--- src/rtl/fetch_sequencer.sv ---
// fetch_sequencer: control FSM sequencing the PC register through
// fetch / increment / execute / branch, with an instruction-memory req/ack
// handshake and an execute-unit start/done handshake.
// Optional build macro FETCH_WATCHDOG_EN adds a fetch watchdog that moves the
// FSM to FAULT after TIMEOUT REQ cycles without mem_ack; without it FAULT is
// unreachable and fault is tied low.
module fetch_sequencer #(
  parameter int unsigned DW      = 16,
  parameter int unsigned TIMEOUT = 16
) (
  input  logic          clk,
  input  logic          rst,
  input  logic          start,
  input  logic          halt_req,
  input  logic          mem_ack,
  input  logic [DW-1:0] instr_in,
  input  logic          exec_done,
  input  logic          branch_taken,
  input  logic [DW-1:0] branch_target,
  output logic          pc_read,
  output logic          pc_write,
  output logic          pc_incpc,
  output logic [DW-1:0] pc_data_in,
  output logic          mem_req,
  output logic          ir_load,
  output logic [DW-1:0] ir,
  output logic          exec_start,
  output logic          busy,
  output logic          fault,
  output logic [2:0]    state
);

  typedef enum logic [2:0] {
    S_IDLE   = 3'd0,
    S_ADDR   = 3'd1,
    S_REQ    = 3'd2,
    S_INC    = 3'd3,
    S_EXEC   = 3'd4,
    S_WAIT   = 3'd5,
    S_BRANCH = 3'd6,
    S_FAULT  = 3'd7
  } state_t;

  state_t        state_q;
  state_t        nxt;
  logic [DW-1:0] tgt;
  logic          wd_expired;

  // A watchdog that fires on the first REQ cycle would make every fetch fault.
  if (TIMEOUT < 2) begin : g_timeout_check
    $error("fetch_sequencer: TIMEOUT must be at least 2");
  end

  assign state      = state_q;
  assign pc_data_in = tgt;

  // Next-state decode; ignored inputs simply do not appear in a state's arm.
  always_comb begin
    nxt = state_q;
    case (state_q)
      S_IDLE:   if (start) nxt = S_ADDR;
      S_ADDR:   nxt = S_REQ;
      S_REQ: begin
        if (mem_ack)         nxt = S_INC;
        else if (wd_expired) nxt = S_FAULT;
      end
      S_INC:    nxt = S_EXEC;
      S_EXEC:   nxt = S_WAIT;
      S_WAIT: begin
        if (exec_done) begin
          if (branch_taken)  nxt = S_BRANCH;
          else if (halt_req) nxt = S_IDLE;
          else               nxt = S_ADDR;
        end
      end
      S_BRANCH: nxt = halt_req ? S_IDLE : S_ADDR;
      S_FAULT:  nxt = S_FAULT;
      default:  nxt = S_IDLE;
    endcase
  end

  // State, datapath registers and strobes registered from the next state,
  // so every strobe is a clean flop output that tracks the state register.
  always_ff @(posedge clk or posedge rst) begin
    if (rst) begin
      state_q    <= S_IDLE;
      ir         <= '0;
      tgt        <= '0;
      pc_read    <= 1'b0;
      pc_write   <= 1'b0;
      pc_incpc   <= 1'b0;
      mem_req    <= 1'b0;
      ir_load    <= 1'b0;
      exec_start <= 1'b0;
      busy       <= 1'b0;
    end else begin
      state_q    <= nxt;
      pc_read    <= (nxt == S_ADDR);
      mem_req    <= (nxt == S_REQ);
      pc_incpc   <= (nxt == S_INC);
      ir_load    <= (nxt == S_INC);
      exec_start <= (nxt == S_EXEC);
      pc_write   <= (nxt == S_BRANCH);
      busy       <= (nxt != S_IDLE) && (nxt != S_FAULT);
      if (state_q == S_REQ && mem_ack)
        ir <= instr_in;
      if (state_q == S_WAIT && exec_done && branch_taken)
        tgt <= branch_target;
    end
  end

`ifdef FETCH_WATCHDOG_EN
  localparam int unsigned CW = $clog2(TIMEOUT) + 1;

  logic [CW-1:0] wd_cnt;

  // Only consulted in REQ; an ack in the timeout cycle takes priority upstream.
  assign wd_expired = (wd_cnt == CW'(TIMEOUT - 1)) && !mem_ack;

  // Count unacknowledged REQ cycles; held at zero outside REQ so each entry starts fresh.
  always_ff @(posedge clk or posedge rst) begin
    if (rst)                   wd_cnt <= '0;
    else if (state_q != S_REQ) wd_cnt <= '0;
    else if (!mem_ack)         wd_cnt <= wd_cnt + CW'(1);
  end

  // Fault flag follows the FAULT state.
  always_ff @(posedge clk or posedge rst) begin
    if (rst) fault <= 1'b0;
    else     fault <= (nxt == S_FAULT);
  end
`else
  assign wd_expired = 1'b0;
  assign fault      = 1'b0;
`endif

endmodule
--- config.mk ---
export PLATFORM = sky130hd
export DESIGN_NAME = fetch_sequencer
export DESIGN_NICKNAME = d
export VERILOG_FILES = /design/src/rtl/fetch_sequencer.sv
export SDC_FILE = /design/constraint.sdc
export NUM_CORES = 1
export LEC_CHECK = 0
export BUFFER_PORTS_ARGS = -buffer_cell sky130_fd_sc_hd__buf_2
export CAP_MARGIN = 10
export CORE_MARGIN = 2
export CORE_UTILIZATION = 40
export DETAILED_ROUTE_END_ITERATION = 10
export MAX_ROUTING_LAYER = met4
export PLACE_DENSITY_LB_ADDON = 0.3
export SYNTH_ARGS = -nofsm -noshare
export SYNTH_HDL_FRONTEND = slang
export SYNTH_SLANG_ARGS = --single-unit
--- constraint.sdc ---
create_clock -name clk -period 3.77 [get_ports clk]
set_input_delay 0.754 -clock clk [delete_from_list [all_inputs] [get_ports clk]]
set_output_delay 0.754 -clock clk [all_outputs]
set_load 0.1 [all_outputs]
# ---- Word level (Yosys, flattened, before mapping)
# Cells that the tools add are included.
dict set report classes {
  n_eq_ne 13
  muxes 6
  n_reduce_logical 6
}
# cell count
set op_table {}
lappend op_table {{case mux 3 bit (8 select lines)} 1}
lappend op_table {{== test 3 bit, second input constant} 6}
lappend op_table {{== test 3 x 2 -> 1 bit, second input constant} 4}
lappend op_table {{2-to-1 mux 3 bit} 4}
lappend op_table {{== test 3 x 1 -> 1 bit, second input constant} 2}
lappend op_table {{logical AND 1 bit} 4}
lappend op_table {{zero test 3 bit} 1}
lappend op_table {{!= test 3 bit, second input constant} 1}
lappend op_table {{nonzero test 3 bit} 1}
lappend op_table {{2-to-1 mux 1 bit} 1}
dict set report word_totals {
  regBits 41
  input_bits 39
  output_inout_bits 43
}

# ---- Logic depth before layout (Yosys ltp)
# Gate-level depths: netlist of the first run.
dict set report depth {
  word_depth 6
  ltp_mapped 6
  mapped_depth_nobuf 4
}

# ---- Worst setup path before layout of the first run
# No wires, ideal clock.
dict set report synth_timing {
  path_kind {register to register}
  from {register state_q[1] (netlist: state[1])}
  to {register ir[10]}
  setup_ns 0.126
  arrival_time_ns 2.032
  setup_slack_ns 1.611
  stages_incl_launch_ff 6
  synth_period_minus_slack_ns 2.159
  path_cell_list {dfrtp_1 -> buf_6 -> nand2_2 -> nor3_4 -> buf_12 -> mux2_4}
}
dict set report synth_via {
  elab_chain_len 2
}
# element line_no
set synth_rtl {}
lappend synth_rtl {{start: declaration} 44} ;# state_t state_q;
lappend synth_rtl {{start signal: assignment} 97} ;# state_q <= nxt;
lappend synth_rtl {{== test 3 x 2 -> 1 bit} 105} ;# if (state_q == S_REQ && mem_ack)
lappend synth_rtl {{logical AND 1 bit} 105}
lappend synth_rtl {{end signal: assignment} 106} ;# ir <= instr_in;
lappend synth_rtl {{end: declaration} 26} ;# output logic [DW-1:0] ir,
# No other way between the ends.
# A chain may end at the register's enable or synchronous reset.

# ---- Final worst setup path of the first run
dict set report layout_timing {
  from {register state_q[2] (netlist: state[2])}
  to {output state[2]}
}
# element line_no
set layout_lines {}
lappend layout_lines {{end: declaration} 30} ;# output logic [2:0] state
# No word-level cell between the ends.

==> results of run 1 <==
-- flip-flops by register name, summed over array words and instances (netlist names) --
register and count:
pc_data_in 16, busy 1, pc_write 1, exec_start 1
mem_req 1, ir 16, pc_read 1, ir_load 1
state 3
-- layout by cell type (no fill, tap or decap), drive strengths merged --
master,synthesis,layout
buf,6,81
dfrtp,41,41
mux2,32,32
clkbuf,1,7
nand2,7,7
inv,5,5
o21ai,4,4
nor2,4,4
nor3,3,3
a21oi,2,2
a211oi,2,2
nor2b,1,1
nand4,1,1
a32oi,1,1
a31oi,1,1
nand3b,1,1
or2b,1,1
nand4b,1,1
a22oi,1,1
and3b,1,1
o22ai,1,1
nor4,1,1
conb,1,1
clkinv,0,1
-- how the worst max path moves through the flow --
stage	startpoint	to	cells after the start
floorplan	state[1]	ir[10]	5
global placement	mem_ack	ir[0]	4
detailed placement	mem_ack	ir[2]	4
CTS	state[2]	state[2]	1
global route	state[2]	state[2]	1
finish	state[2]	state[2]	1
-- routing by layer --
layer | wire length [um] | vias to the layer above | track usage
met5 | 0 | - | -
met3 | 193 | 4 | 0.0399
met2 | 1710 | 35 | 0.224
li1 | - | 575 | -
met4 | 45 | 0 | 0.0566
met1 | 1480 | 574 | 0.188
-- stage by stage --
stage          hold WS [ps]  utilization
2_1_floorplan           902            -
3_3_place_gp            484        0.503
3_5_place_dp            487        0.503
4_1_cts                 508        0.527
5_1_grt                 515        0.527
6_report                501        0.527
-- final cells by class --
cell class | instances | area [sq um]
repair buffers | 81 | 408
fillers | 395 | 2050
multi-input cells | 66 | 658
well taps | 52 | 65.1
inverters | 5 | 18.8
clock buffers | 7 | 96.3
clock inverters | 1 | 5.00
flip-flops and latches | 41 | 1030
-- cell families (layout without fill, tap and decap cells) --
| family | after synthesis | in the layout |
|---|---|---|
| mux | 32 | 32 |
| compound gates | 12 | 12 |
| buf+inv | 12 | 94 |
| flops | 41 | 41 |
| other cells | 1 | 1 |
| simple gates | 21 | 21 |
==> results.cfg, run 1 <==
[timing]
period_needed_ps = 2280
hold_viol = 0
tns_ps = 0
setup_ws_ps = 1490
rsz0062_at_grt = false
setup_viol = 0
worstMarginPinSlew_ps = 1030
timing.fmax_mhz = 438
maxSlewViolCount = 0
period_share = 0.606
timing.max_slew.rel_slack = 0.312
fin_skew_ps = 2.95

[status]
outcome = completed

[hold_path]
holdPathEnd = ir[4]
hold_class = reg2reg
min_path_cells = 1
min-delay-start = ir[4]

[place]
gp_congestion = 0.785
pre_cts_slack_ps = 1500
numPortBuffers = 80
place_inst = 245
placed_area_sq_mm = 0.00218
hpwlAfterDp_um = 2550

[yosys]
synthCells = 119
synth_area_leader_cell = dfrtp_1
synth.top_cells.by_area = dfrtp_1, mux2_4, mux2_2
synth-compound-area-share = 0.0442
yosysWarnings = 0
synth.most_common_cell = dfrtp_1
async_reset_ff_frac = 1.00
ys_ff_latch = 41
synth_mux_area_frac = 0.238
synth_edf_count = 0
synthTopCellsByCount = dfrtp_1, mux2_4, mux2_2, nand2_1, inv_1
synth-xor-area-share = 0
synth_area_sq_mm = 0.00178
synth_nets = 158
synth_ff_type = dfrtp_1
avgSynthCellArea_sq_um = 15.0
synth_top_family_by_area = multiplexers
synthAdderAreaFrac = 0
yosysUniqueCellTypes = 29
yosys.area_share.simple = 0.0850
ys_seq_area_frac = 0.576
synthDominantCellAreaShare = 0.576

[floorplan]
initial_core_util = 0.412
die_x_um = 70.7
coreArea_sq_mm = 0.00432
io_pins = 82
die_h_um = 70.7
rows = 24
fp.dieArea_sq_mm = 0.00500

[setup_path]
r2r_slack_ps = 1710
r2r-end = ir[2]
worst_setup_path_start_kind = flop
path_cells = buf_2
worst_path_largest_cell_delay_ps = 710
worstReg2RegStart = state[2]
path_delay_family = flip-flops
required_ps = 3020
worstPathArrival_ps = 1530
cp.buffers_inverters = 1
reg2reg_depth = 2
cp-end-kind = output pin
worst-path-max-fanout = 15
slowest_stage = dfrtp_1
crit_type = reg2out

[finish]
final_cell_area_sq_mm = 0.00228
area_growth_pct = 27.8
drive_gt1_frac = 0.637
finalNetCount = 239
final_cells = 253
n_antenna_cell = 0

[grt]
overflow = 0
grt_max_degree = 23
antenna_found_initial = 0
grt_pass1_vias = 1133
grt_usage = 0.147
grt_pass1_wl_um = 5590

[clocking]
cts_buffers = 5
cts_tree = yes
clock_sinks = 41
cts_resized = 0
clkTransAtPathRegs_ps = 70
htreeDepth = 2
ctsHoldBuffers = 0
clock_latency_ps = 280
root_buffer = clkbuf_8
postCtsSetupBuffers = 0
clockBufferDepth = 2

[route]
vias_per_cell = 4.70
firstDrtPassIters = 4
drcViolationCount = 0
wl_um = 3430
final_antenna_net_count = 0
drt_iter0_drc = 13
routedWlPerCell_um = 13.5
vias = 1188

[job]
maxCapViolations = 0
Power of run 1 is not shown: default switching activity piles up to over one toggle a cycle in this logic, so the estimate is an artifact.
==> run 2, diff against run 1 <==
Clock period 3.77 ns to 2.2 ns, I/O delays scaled along.
==> results.cfg, run 2 (same netlist as run 1, synthesis figures left out) <==
[clocking]
cts_tree = yes
cts_resized = 0
root_buffer = clkbuf_8
cts_buffers = 5
clock_sinks = 41
postCtsSetupBuffers = 0
clockBufferDepth = 2
ctsHoldBuffers = 0
clock_latency_ps = 290
htreeDepth = 2
clkTransAtPathRegs_ps = 80

[floorplan]
fp.dieArea_sq_mm = 0.00500
io_pins = 82
initial_core_util = 0.412
die_h_um = 70.7
rows = 24
die_x_um = 70.7
coreArea_sq_mm = 0.00432

[setup_path]
slowest_stage = dfrtp_1
required_ps = 1760
path_delay_family = flip-flops
worst-path-max-fanout = 15
path_cells = buf_2
worstPathArrival_ps = 1500
crit_type = reg2out
cp.buffers_inverters = 1
worst_path_largest_cell_delay_ps = 690
cp-end-kind = output pin
worst_setup_path_start_kind = flop

[grt]
grt_pass1_vias = 1180
overflow = 0
antenna_found_initial = 0
grt_max_degree = 42
grt_usage = 0.144
grt_pass1_wl_um = 5500

[timing]
rsz0062_at_grt = false
setup_viol = 0
tns_ps = 0
fin_skew_ps = 7.61
period_share = 0.883
maxSlewViolCount = 0
timing.max_slew.rel_slack = 0.636
period_needed_ps = 1940
whs_ps = 267
timing.fmax_mhz = 515
hold_viol = 0
worstMarginPinSlew_ps = 546

[route]
vias_per_cell = 4.78
firstDrtPassIters = 4
drt_iter0_drc = 70
wl_um = 3360
vias = 1214
drcViolationCount = 0
routedWlPerCell_um = 13.2
final_antenna_net_count = 0

[finish]
n_antenna_cell = 0
area_growth_pct = 28.2
drive_gt1_frac = 0.639
most-common-layout-cells = buf_2, dfrtp_1, mux2_4
final_common_cell = buf_2
finalNetCount = 240

[job]
maxCapViolations = 0

[status]
outcome = completed

[place]
gp_congestion = 0.866
hpwlAfterDp_um = 2470
numPortBuffers = 80

[hold_path]
hold_class = in2async
[run 2: changes by cell type in the layout (fill, tap and decap cells not counted), sizes merged]
cell and delta:
buf +1
[run 2: final timing paths]
path                                   from  slack, ps  cells after the start            end
setup / recovery                   state[2]        260                      1       state[2]
hold / removal                          rst        270                      3  pc_data_in[2]
setup reg to reg                   state[0]        470                      3  pc_data_in[2]
hold reg to reg                       ir[5]        500                      1          ir[5]
max in group asynchronous               rst       1580                      3          ir[3]
min in group clk           branch_target[7]        380                      2  pc_data_in[7]
[run 2: cell type report]
cell class / count / area, sq um
multi-input combinational: 66 / 658
inverter: 5 / 18.8
sequential: 41 / 1030
timing repair buffer: 82 / 415
tap: 52 / 65.1
clock buffer: 7 / 96.3
fill: 400 / 2040
clock inverter: 1 / 5.00
[run 2: stage by stage]
step                       util  instance area, sq um  instances  setup slack, ps
after global placement    0.505                  2180        246              510
after global routing      0.528                  2280        254              166
after detailed placement  0.505                  2180        246              435
final                     0.528                  2280        254              257
after CTS                 0.528                  2280        254              241
after floorplan               -                  1780        119             41.2
[run 2: routing by layer]
metal	wire length [um]	vias to the layer above	track usage	share of wire
li1	-	571	-	-
met1	1340	594	0.171	0.40
met3	172	8	0.0328	0.051
met2	1770	41	0.237	0.53
met4	78	0	0.0629	0.023
met5	0	-	-	0
[run 2: worst min-delay path, stage by stage]
cell   delay, ps
buf_2         90
inv_1         40
buf_4        430
Power of run 2 is left out for the same reason.
==> run 3, diff against run 2 <==
Settings changed: RECOVER_POWER from default to 100, SKIP_CTS_REPAIR_TIMING from default to 1.
==> results.cfg, run 3 (same netlist as run 1, synthesis figures left out) <==
[grt]
overflow = 0
grt_pass1_vias = 1180
grt_usage = 0.144
grt_max_degree = 42
antenna_found_initial = 0
grt_pass1_wl_um = 5500

[status]
outcome = completed

[timing]
timing.max_slew.rel_slack = 0.204
rsz0062_at_grt = false
hold_viol = 0
timing.fmax_mhz = 510
setup_viol = 0
period_share = 0.891
fin_skew_ps = 5.28
worstMarginPinSlew_ps = 1200
period_needed_ps = 1960
tns_ps = 0
maxSlewViolCount = 0
whs_ps = 361

[setup_path]
worst_path_largest_cell_delay_ps = 870
path_cells = clkbuf_1
cp-end-kind = output pin
slowest_stage = clkbuf_1
worst_setup_path_start_kind = flop
worstPathArrival_ps = 1520
critPathLaunch = pc_data_in[3]
required_ps = 1760
cp.buffers_inverters = 1
path_delay_family = buffers and inverters
crit_type = reg2out
worst-path-max-fanout = 2
worstReg2RegStart = state[2]

[route]
vias_per_cell = 4.76
wl_um = 3320
top_layer_used = met4
drt_iter0_drc = 75
vias = 1210
firstDrtPassIters = 4
wl_met3_um = 157
final_antenna_net_count = 0
routedWlPerCell_um = 13.1
wl_met2_um = 1760
drcViolationCount = 0
drt-met1-wl_um = 1330

[finish]
most-common-layout-cells = dfrtp_1, buf_2, clkbuf_1
fillers = 434
finalNetCount = 240
final_common_cell = dfrtp_1
drive_gt1_frac = 0.426
n_antenna_cell = 0
area_growth_pct = 21.9

[hold_path]
min-delay-start = branch_target[6]
hold_class = in2reg

[clocking]
htreeDepth = 2
cts_buffers = 5
cts_tree = yes
root_buffer = clkbuf_8
clock_latency_ps = 280
clock_sinks = 41
clkTransAtPathRegs_ps = 80
clockBufferDepth = 2

[floorplan]
rows = 24
initial_core_util = 0.412
coreArea_sq_mm = 0.00432
die_h_um = 70.7
die_x_um = 70.7
fp.dieArea_sq_mm = 0.00500
io_pins = 82

[place]
numPortBuffers = 80
hpwlAfterDp_um = 2470
gp_congestion = 0.866

[job]
maxCapViolations = 0
-- run 3: cell count changes in the layout (fill, tap and decap cells not counted), sizes merged --
cell	change
clkbuf	+42
buf	-42
-- run 3: path summary, 6_finish.rpt --
kind	to	slack (ps)	depth (start not counted)
max	pc_data_in[3]	240	1
min	pc_data_in[6]	360	2
max reg2reg	ir[0]	330	3
min reg2reg	ir[12]	490	1
max in group asynchronous	ir[3]	1140	3
min in group asynchronous	pc_data_in[2]	450	3
-- run 3: cell type report --
cell class,count,area [sq um],area share
flip-flops and latches,41,1030,0.472
multi-input cells,66,583,0.268
repair buffers,82,378,0.174
clock buffers,7,96.3,0.0444
well taps,52,65.1,0.0300
inverters,5,18.8,0.00864
clock inverters,1,5.00,0.00230
-- run 3: metrics by stage --
stage	utilization	cells	worst slack, ps	area, sq um
final	0.502	254	240	2170
after global routing	0.502	254	191	2170
after CTS	0.528	254	241	2280
after detailed placement	0.505	246	435	2180
after global placement	0.505	246	510	2180
after floorplan	-	119	41.2	1780
-- run 3: per-layer routing --
| metal | global-route usage | up-vias |
|---|---|---|
| met5 | - | - |
| met4 | 0.0629 | 0 |
| met3 | 0.0328 | 8 |
| met2 | 0.237 | 37 |
| met1 | 0.171 | 591 |
| li1 | - | 574 |
-- run 3: worst register-to-register path, delay by kind of cell (launching register included) --
family | cells | cell delay (ps)
buffers and inverters | 1 | 460
flip-flops | 1 | 570
AND/OR/NAND/NOR | 1 | 330
multiplexers | 1 | 400
Power of run 3 is left out for the same reason.
